[src/rtl/link_serial_responder.sv]
// Pocket link-port responder: shifts one byte out on SO and in from SI per
// 8 externally driven SCK pulses, MSB first, with a valid/ready TX side.

package pocket;
  typedef enum logic {
    DIR_IN  = 1'b0,
    DIR_OUT = 1'b1
  } dir_e;
endpackage

module link_serial_responder
  import pocket::*;
#(
  parameter int unsigned SYNC_STAGES    = 2,
  parameter int unsigned TIMEOUT_CYCLES = 65536,
  parameter logic [7:0]  IDLE_BYTE      = 8'hFF
) (
  input  logic       clk,
  input  logic       reset_n,
  input  logic       enable,
  input  logic       sck_in,
  input  logic       si_in,
  output logic       so_out,
  output dir_e       so_dir,
  input  logic [7:0] tx_data,
  input  logic       tx_valid,
  output logic       tx_ready,
  output logic [7:0] rx_data,
  output logic       rx_valid,
  output logic       busy,
  output logic       underrun,
  output logic       timeout
);

  localparam int unsigned TW = $clog2(TIMEOUT_CYCLES);
  localparam logic [TW-1:0] TMO_LAST = TW'(TIMEOUT_CYCLES - 1);

  typedef enum logic [1:0] {
    ST_IDLE  = 2'd0,
    ST_ARMED = 2'd1,
    ST_SHIFT = 2'd2
  } state_e;

  state_e                 state_q, state_d;
  logic [SYNC_STAGES-1:0] sck_sync_q, sck_sync_d;
  logic [SYNC_STAGES-1:0] si_sync_q, si_sync_d;
  logic                   sck_prev_q, sck_prev_d;
  logic [7:0]             sr_q, sr_d;
  logic [3:0]             cnt_q, cnt_d;
  logic [TW-1:0]          tmo_q, tmo_d;
  logic                   so_q, so_d;
  dir_e                   dir_q, dir_d;
  logic [7:0]             rx_data_q, rx_data_d;
  logic                   rx_valid_q, rx_valid_d;
  logic                   underrun_q, underrun_d;
  logic                   timeout_q, timeout_d;

  logic       sck_s, si_s, sck_rise, sck_fall;
  logic [7:0] shifted, idle_shifted;

  assign sck_s        = sck_sync_q[SYNC_STAGES-1];
  assign si_s         = si_sync_q[SYNC_STAGES-1];
  assign sck_rise     = sck_s & ~sck_prev_q;
  assign sck_fall     = ~sck_s & sck_prev_q;
  assign shifted      = {sr_q[6:0], si_s};
  assign idle_shifted = {IDLE_BYTE[6:0], si_s};

  // Next-state, shift and strobe logic
  always_comb begin
    state_d    = state_q;
    sck_sync_d = {sck_sync_q[SYNC_STAGES-2:0], sck_in};
    si_sync_d  = {si_sync_q[SYNC_STAGES-2:0], si_in};
    sck_prev_d = sck_s;
    sr_d       = sr_q;
    cnt_d      = cnt_q;
    tmo_d      = '0;
    so_d       = so_q;
    dir_d      = enable ? DIR_OUT : DIR_IN;
    rx_data_d  = rx_data_q;
    rx_valid_d = 1'b0;
    underrun_d = 1'b0;
    timeout_d  = 1'b0;

    if (!enable) begin
      state_d = ST_IDLE;
      cnt_d   = 4'd0;
      so_d    = 1'b1;
    end else begin
      unique case (state_q)
        ST_IDLE: begin
          // A detected rise beats a simultaneous TX offer
          if (sck_rise) begin
            sr_d       = idle_shifted;
            cnt_d      = 4'd1;
            state_d    = ST_SHIFT;
            underrun_d = 1'b1;
          end else if (tx_valid) begin
            sr_d    = tx_data;
            so_d    = tx_data[7];
            cnt_d   = 4'd0;
            state_d = ST_ARMED;
          end
        end
        ST_ARMED: begin
          if (sck_rise) begin
            sr_d    = shifted;
            cnt_d   = 4'd1;
            state_d = ST_SHIFT;
          end
        end
        ST_SHIFT: begin
          if (sck_rise) begin
            sr_d = shifted;
            if (cnt_q == 4'd7) begin
              rx_data_d  = shifted;
              rx_valid_d = 1'b1;
              cnt_d      = 4'd0;
              so_d       = 1'b1;
              state_d    = ST_IDLE;
            end else begin
              cnt_d = cnt_q + 4'd1;
            end
          end else if (sck_fall) begin
            so_d = sr_q[7];
          end else if (tmo_q == TMO_LAST) begin
            timeout_d = 1'b1;
            cnt_d     = 4'd0;
            so_d      = 1'b1;
            state_d   = ST_IDLE;
          end else begin
            tmo_d = tmo_q + TW'(1);
          end
        end
        default: begin
          state_d = ST_IDLE;
          cnt_d   = 4'd0;
          so_d    = 1'b1;
        end
      endcase
    end
  end

  // State and datapath registers; SCK sync resets to its idle-high level
  always_ff @(posedge clk or negedge reset_n) begin
    if (!reset_n) begin
      state_q    <= ST_IDLE;
      sck_sync_q <= '1;
      si_sync_q  <= '0;
      sck_prev_q <= 1'b1;
      sr_q       <= 8'h00;
      cnt_q      <= 4'd0;
      tmo_q      <= '0;
      so_q       <= 1'b1;
      dir_q      <= DIR_IN;
      rx_data_q  <= 8'h00;
      rx_valid_q <= 1'b0;
      underrun_q <= 1'b0;
      timeout_q  <= 1'b0;
    end else begin
      state_q    <= state_d;
      sck_sync_q <= sck_sync_d;
      si_sync_q  <= si_sync_d;
      sck_prev_q <= sck_prev_d;
      sr_q       <= sr_d;
      cnt_q      <= cnt_d;
      tmo_q      <= tmo_d;
      so_q       <= so_d;
      dir_q      <= dir_d;
      rx_data_q  <= rx_data_d;
      rx_valid_q <= rx_valid_d;
      underrun_q <= underrun_d;
      timeout_q  <= timeout_d;
    end
  end

  assign so_out   = so_q;
  assign so_dir   = dir_q;
  assign rx_data  = rx_data_q;
  assign rx_valid = rx_valid_q;
  assign underrun = underrun_q;
  assign timeout  = timeout_q;
  assign busy     = (state_q != ST_IDLE);
  // Held low while in reset so the handshake never advertises readiness then
  assign tx_ready = reset_n & enable & (state_q == ST_IDLE);

endmodule

[config.mk]
export PLATFORM = sky130hd
export DESIGN_NAME = link_serial_responder
export DESIGN_NICKNAME = d
export VERILOG_FILES = /design/src/rtl/link_serial_responder.sv
export SDC_FILE = /design/constraint.sdc
export NUM_CORES = 1
export LEC_CHECK = 0
export CELL_PAD_IN_SITES_DETAIL_PLACEMENT = 2
export CELL_PAD_IN_SITES_GLOBAL_PLACEMENT = 2
export CORE_MARGIN = 5
export CORE_UTILIZATION = 35
export DETAILED_ROUTE_END_ITERATION = 16
export PLACE_DENSITY = 0.89
export SLEW_MARGIN = 15
export SYNTH_ARGS = -nofsm -noshare
export SYNTH_HDL_FRONTEND = slang
export SYNTH_SLANG_ARGS = --single-unit
[constraint.sdc]
create_clock -name clk -period 2.23 [get_ports clk]
set_clock_uncertainty 0.15 [all_clocks]
set_input_delay 0.446 -clock clk [delete_from_list [all_inputs] [get_ports clk]]
set_output_delay 0.446 -clock clk [all_outputs]
set_load 0.005 [all_outputs]
==> results of run 1 <==
flip-flops by register name, summed over array words and instances, names as in the netlist:
register	count
so_out	1
tmo_q	16
sr_q	8
underrun	1
rx_valid	1
cnt_q	4
so_dir	1
sck_prev_q	1
timeout	1
rx_data	8
si_sync_q	2
sck_sync_q	2
state_q	2
logic make-up after synthesis:
logic type / count (synthesis) / share of synthesized area (%)
buffers and inverters: 11 / 2.10
AND/OR/NAND/NOR: 95 / 20.5
XOR/XNOR: 14 / 5.41
AO/OA/AOI/OAI: 36 / 10.5
multiplexers: 10 / 4.91
adder cells (fa/ha/maj): 6 / 3.31
flip-flops: 48 / 53.2
area by class of cell:
class	instances	area share [%]
clock buffer	5	2.37
clock inverter	3	1.47
sequential	48	41.6
timing repair buffer	48	14.7
tap	77	3.32
inverter	6	0.776
multi-input combinational	161	35.8
critical path: cells and delay by family, from the launching register on:
kind	cells	cell delay, ps
adders and majority gates	1	160
buffers and inverters	3	660
DFF	1	380
final timing paths:
check,start,endpoint,slack [ps],depth (start not counted)
worst min-delay path,reset_n,state_q[0],110,2
worst min register to register,si_sync_q[0],si_sync_q[1],210,0
max in group asynchronous,reset_n,tmo_q[7],1410,2
worst max-delay path,state_q[1],busy,110,4
worst max register to register,state_q[1],rx_data[6],190,7
min in group clk,si_sync_q[0],si_sync_q[1],210,0
where the power goes:
group          switching (mW)  internal, mW  total (mW)
registers              0.0935         0.991        1.08
clock network           0.319         0.332       0.651
logic                   0.581         0.475        1.06
routing by layer:
layer / share of wire [%] / vias to the layer above / global-route usage, % / wire (um)
li1: - / 857 / - / -
met2: 56 / 20 / 32.4 / 3710
met5: 0 / - / 0 / 0
met4: 0.94 / 0 / 4.47 / 62
met1: 40 / 952 / 19.2 / 2680
met3: 2.5 / 5 / 2.67 / 162
metrics by stage:
step | area [sq um] | total power, mW | util (%)
floorplan | 2270 | 1.66 | -
global placement | 2750 | 1.99 | 43.5
detailed placement | 2750 | 2.09 | 43.5
CTS | 2880 | 2.80 | 45.6
global route | 2900 | 3.00 | 46.0
finish | 2900 | 2.79 | 46.0
cell usage in the layout (no fill, tap or decap), types with 2 or more instances in the layout:
| cell type | synthesis | layout |
|---|---|---|
| nand4_1 | 3 | 3 |
| o21ai_0 | 12 | 12 |
| nand3b_1 | 2 | 2 |
| ha_1 | 6 | 4 |
| nor2b_1 | 4 | 3 |
| clkdlybuf4s50_1 | 0 | 25 |
| nor2_1 | 34 | 34 |
| o22a_1 | 2 | 2 |
| inv_1 | 6 | 4 |
| nand2b_1 | 3 | 2 |
| nand2_1 | 19 | 19 |
| nand3_1 | 11 | 11 |
| buf_4 | 1 | 20 |
| dfrtp_1 | 44 | 44 |
| dfstp_2 | 4 | 4 |
| xnor2_1 | 6 | 6 |
| mux2_2 | 9 | 9 |
| o31ai_1 | 2 | 2 |
| clkbuf_8 | 0 | 5 |
| xor2_1 | 8 | 8 |
| and3_1 | 5 | 5 |
| nor3_1 | 4 | 4 |
| inv_2 | 0 | 2 |
| a21oi_1 | 9 | 9 |
timing repair:
item,CTS,global route
resized for setup,5,5
hold buffers,0,0
buffers inserted,1,1
pin swaps,0,0
endpoints found under the setup margin,2,8
==> results.yml, run 1 <==
worst_setup_path:
  crit_path_end_kind: "output port"
  crit_fanout: 4
  cp_cell_sequence: "inv_2 -> ha_4 -> inv_1 -> clkdlybuf4s50_1"
  crit_type: "flip-flop to output port"
  critPathRequiredTime_ps: 1630
  arrival_ps: 1520
  slowest_stage: "clkdlybuf4s50_1"
  startpoint_type: "flip-flop"
  max_stage_delay_ps: 510
place:
  gp_congestion: 0.769
  place_inst: 338
  dpl_worst_slack_ps: -127
  port_buffers: 28
  dpl.hpwl_um: 4840
logic_synthesis:
  synth_seq_area_share_pct: 53.2
  synth_nets: 240
  synthTopCellsByArea: "dfrtp_1 49%, nor2_1 5.6%, dfstp_2 4.6%"
  synth_cell_types: 45
  yosysWarnings: 0
  synthArstFlopShare_pct: 100
  yosysTopAreaCellShare_pct: 48.6
  synth_edf_count: 0
  ys_ff_latch: 48
  synth.avg_cell_area_sq_um: 10.3
  synth_largest_area_cell: "dfrtp_1"
  synth.cell_area_sq_mm: 0.00227
  synth.most_common_cell: "dfrtp_1"
  syn_inst: 220
  synthTopCellsByCount: "44 x dfrtp_1, 34 x nor2_1, 19 x nand2_1"
  synth_ff_type: "dfrtp_1"
power_and_ir_drop:
  power.density_mw_per_mm2: 962
  leakagePower_nw: 1.29
  ir_worst_vdd_mv: 0.462
clock_network:
  ctsLongestPathBuffers: 2
  cts_tree: "built"
  cts.root.buffer_cell: "clkbuf_8"
  clk_latency_ps: 310
  h-tree-depth: 2
  cts_sinks: 48
  cts.clk_slew.worst_paths_ps: 100
  cts_inserted_buffers: 5
sta:
  finalSetupViolCount: 0
  slew_headroom_pct: 59.2
  hold_slack_ps: 108
  max_freq_mhz: 472
  fin_ws_ps: 110
  finalSetupTns_ps: 0
  drv_slew: 0
  tightestPinTransition_ps: 612
  fin_crit_sh_pct: 95.1
  hold_viol_final: 0
  min_period_ps: 2120
  grt_setup_unrepaired: "no"
global_route:
  grt_pass1_vias: 2091
  antenna_found_initial: 0
  grt_max_degree: 49
  grt_overflow: 0
  grt_first_pass_wirelength_um: 11000
  grt_util_all_layers_pct: 16.9
floorplanning:
  initial_utilization_pct: 35.9
  num_rows: 29
  die_area_sq_mm: 0.00819
  die_w_um: 90.5
  core_area_sq_mm: 0.00631
  pin_count: 29
  die_h_um: 90.5
final_layout:
  fin_nets: 290
  drive_above_1_share_pct: 20.3
  area_growth_pct: 28.0
  diodes: 0
  nFillCells: 683
  multiInputGateArea_sq_mm: 0.00104
  final-seq-area_sq_mm: 0.00121
  fin_cells: 348
detailed_routing:
  drc: 0
  first_pass_iters: 4
  vias: 1834
  viasPerCell: 5.27
  drtIter0Drc: 50
  antenna_left: 0
  routedWlPerCell_um: 19.0
  drt-total-wl_um: 6610
hold_path:
  hold_class: "input pin to asynchronous set/reset pin"
status:
  status: "completed"
job:
  maxCapViolations: 0
No activity file was read; power rests on OpenSTA's default activity.
==> inputs of run 2 (changes only) <==
--- a/config.mk
+++ b/config.mk
@@ -7,11 +7,12 @@
 export LEC_CHECK = 0
 export CELL_PAD_IN_SITES_DETAIL_PLACEMENT = 2
 export CELL_PAD_IN_SITES_GLOBAL_PLACEMENT = 2
-export CORE_MARGIN = 5
+export CORE_MARGIN = 1.5
 export CORE_UTILIZATION = 35
+export CTS_CLUSTER_DIAMETER = 60
 export DETAILED_ROUTE_END_ITERATION = 16
 export PLACE_DENSITY = 0.89
-export SLEW_MARGIN = 15
+export SLEW_MARGIN = 20
 export SYNTH_ARGS = -nofsm -noshare
 export SYNTH_HDL_FRONTEND = slang
 export SYNTH_SLANG_ARGS = --single-unit
==> run 2 against run 1 <==
Global-route usage grew 3.8 points; setup slack got worse by 24 ps; first-iteration DRC count grew 48%; utilization grew 0.30 points; critical path depth did not move; hold slack worse by 1.2 ps; die area down 15%; non-clock buffer count grew 1; sequential share of layout area is 0.27 points lower; critical endpoint unchanged; critical path type unchanged.
==> results.yml, run 2 (synthesis gave the netlist of run 1 again) <==
hold_path:
  hold_class: "input pin to asynchronous set/reset pin"
status:
  status: "completed"
sta:
  finalSetupViolCount: 0
  fin_crit_sh_pct: 96.1
  min_period_ps: 2140
  max_freq_mhz: 466
  grt_setup_unrepaired: "no"
  slew_headroom_pct: 58.2
  tightestPinTransition_ps: 627
  drv_slew: 0
  hold_viol_final: 0
  fin_ws_ps: 86.1
power_and_ir_drop:
  ir_worst_vdd_mv: 0.599
  leakagePower_nw: 1.30
  power.density_mw_per_mm2: 985
final_layout:
  nFillCells: 674
  top_register: "tmo_q"
  diodes: 0
  final_common_cell: "dfrtp_1"
  layout_common_cells: "44 x dfrtp_1, 34 x nor2_1, 25 x clkdlybuf4s50_1"
  fin_cells: 349
  fin_nets: 291
  drive_above_1_share_pct: 21.0
  largest_register_ffs: 16
  area_growth_pct: 28.8
clock_network:
  cts.clk_slew.worst_paths_ps: 100
  cts_tree: "built"
  cts_sinks: 48
  h-tree-depth: 2
  ctsLongestPathBuffers: 2
  hold_buffers: 0
  cts_inserted_buffers: 5
  clk_latency_ps: 300
  cts.root.buffer_cell: "clkbuf_8"
worst_setup_path:
  timing.rr.end: "state_q[1]"
  crit_type: "flip-flop to output port"
  crit_path_end_kind: "output port"
  arrival_ps: 1550
  slowest_stage: "clkdlybuf4s50_1"
  max_stage_delay_ps: 500
  r2r_slack_ps: 130
  critPathRequiredTime_ps: 1630
  path_buf_inv: 3
  r2r-start: "sck_sync_q[1]"
  crit_family: "buffers and inverters"
  cp_cell_sequence: "inv_2 -> ha_4 -> inv_1 -> clkdlybuf4s50_1"
  startpoint_type: "flip-flop"
  reg2reg_depth: 5
  crit_fanout: 5
detailed_routing:
  drtIter0Drc: 74
  antenna_left: 0
  viasPerCell: 5.34
  routedWlPerCell_um: 19.7
  drc: 0
  first_pass_iters: 4
  vias: 1865
  drt-total-wl_um: 6860
global_route:
  grt_overflow: 0
  grt_max_degree: 49
  grt_first_pass_wirelength_um: 11300
  grt_util_all_layers_pct: 20.8
  antenna_found_initial: 0
  grt_pass1_vias: 2174
floorplanning:
  core_area_sq_mm: 0.00631
  die_w_um: 83.5
  initial_utilization_pct: 35.9
  die_h_um: 83.5
  die_area_sq_mm: 0.00697
  pin_count: 29
  num_rows: 29
place:
  dpl_worst_slack_ps: -189
  port_buffers: 28
  place_inst: 339
  dpl.hpwl_um: 4800
  gp_congestion: 0.816
job:
  maxCapViolations: 0
-- run 2: worst max path at each step --
stage | startpoint | to | slack [ps] | cells past startpoint
2_1_floorplan | state_q[0] | cnt_q[2] | 250 | 7
3_3_place_gp | enable | tx_ready | -80 | 3
3_5_place_dp | enable | cnt_q[0] | -190 | 6
4_1_cts | sck_sync_q[1] | state_q[1] | 20 | 5
5_1_grt | sck_sync_q[1] | state_q[1] | 30 | 5
6_report | state_q[1] | busy | 90 | 4
-- run 2: what timing repair did --
action | 4_1_cts | 5_1_grt
buffers inserted | 1 | 1
resized for setup | 6 | 7
endpoints found under the setup margin | 7 | 13
-- run 2: area by class of cell --
type	instances	area, sq um	share of cell area [%]
multi-input combinational	161	1040	35.8
sequential	48	1210	41.3
clock inverter	3	47.5	1.63
timing repair buffer	49	434	14.9
inverter	6	22.5	0.771
tap	77	96.3	3.30
clock buffer	5	68.8	2.36
-- run 2: per-stage QoR --
stage	setup TNS (ps)	area (sq um)	power (mW)	util, %	hold slack [ps]
floorplan	0	2270	1.66	-	0.409
global placement	-222	2760	1.99	43.7	186
detailed placement	-2450	2760	2.12	43.7	196
CTS	0	2900	2.87	45.9	131
global route	0	2920	3.04	46.3	154
finish	0	2920	2.88	46.3	107
-- run 2: metal layers --
layer  vias to the layer above  global-route usage [%]  part of all wire, %
li1                        858                       -                    -
met1                       961                    23.3                   40
met2                        27                    38.7                   55
met3                        19                    4.15                  1.8
met4                         0                    7.90                  3.0
met5                         -                       0                    0
-- run 2: power by group --
group / leakage [nW] / internal (mW) / switching, mW
logic: 0.604 / 0.494 / 0.646
clock network: 0.0583 / 0.338 / 0.310
registers: 0.634 / 0.991 / 0.0984
total: 1.30 / 1.82 / 1.05
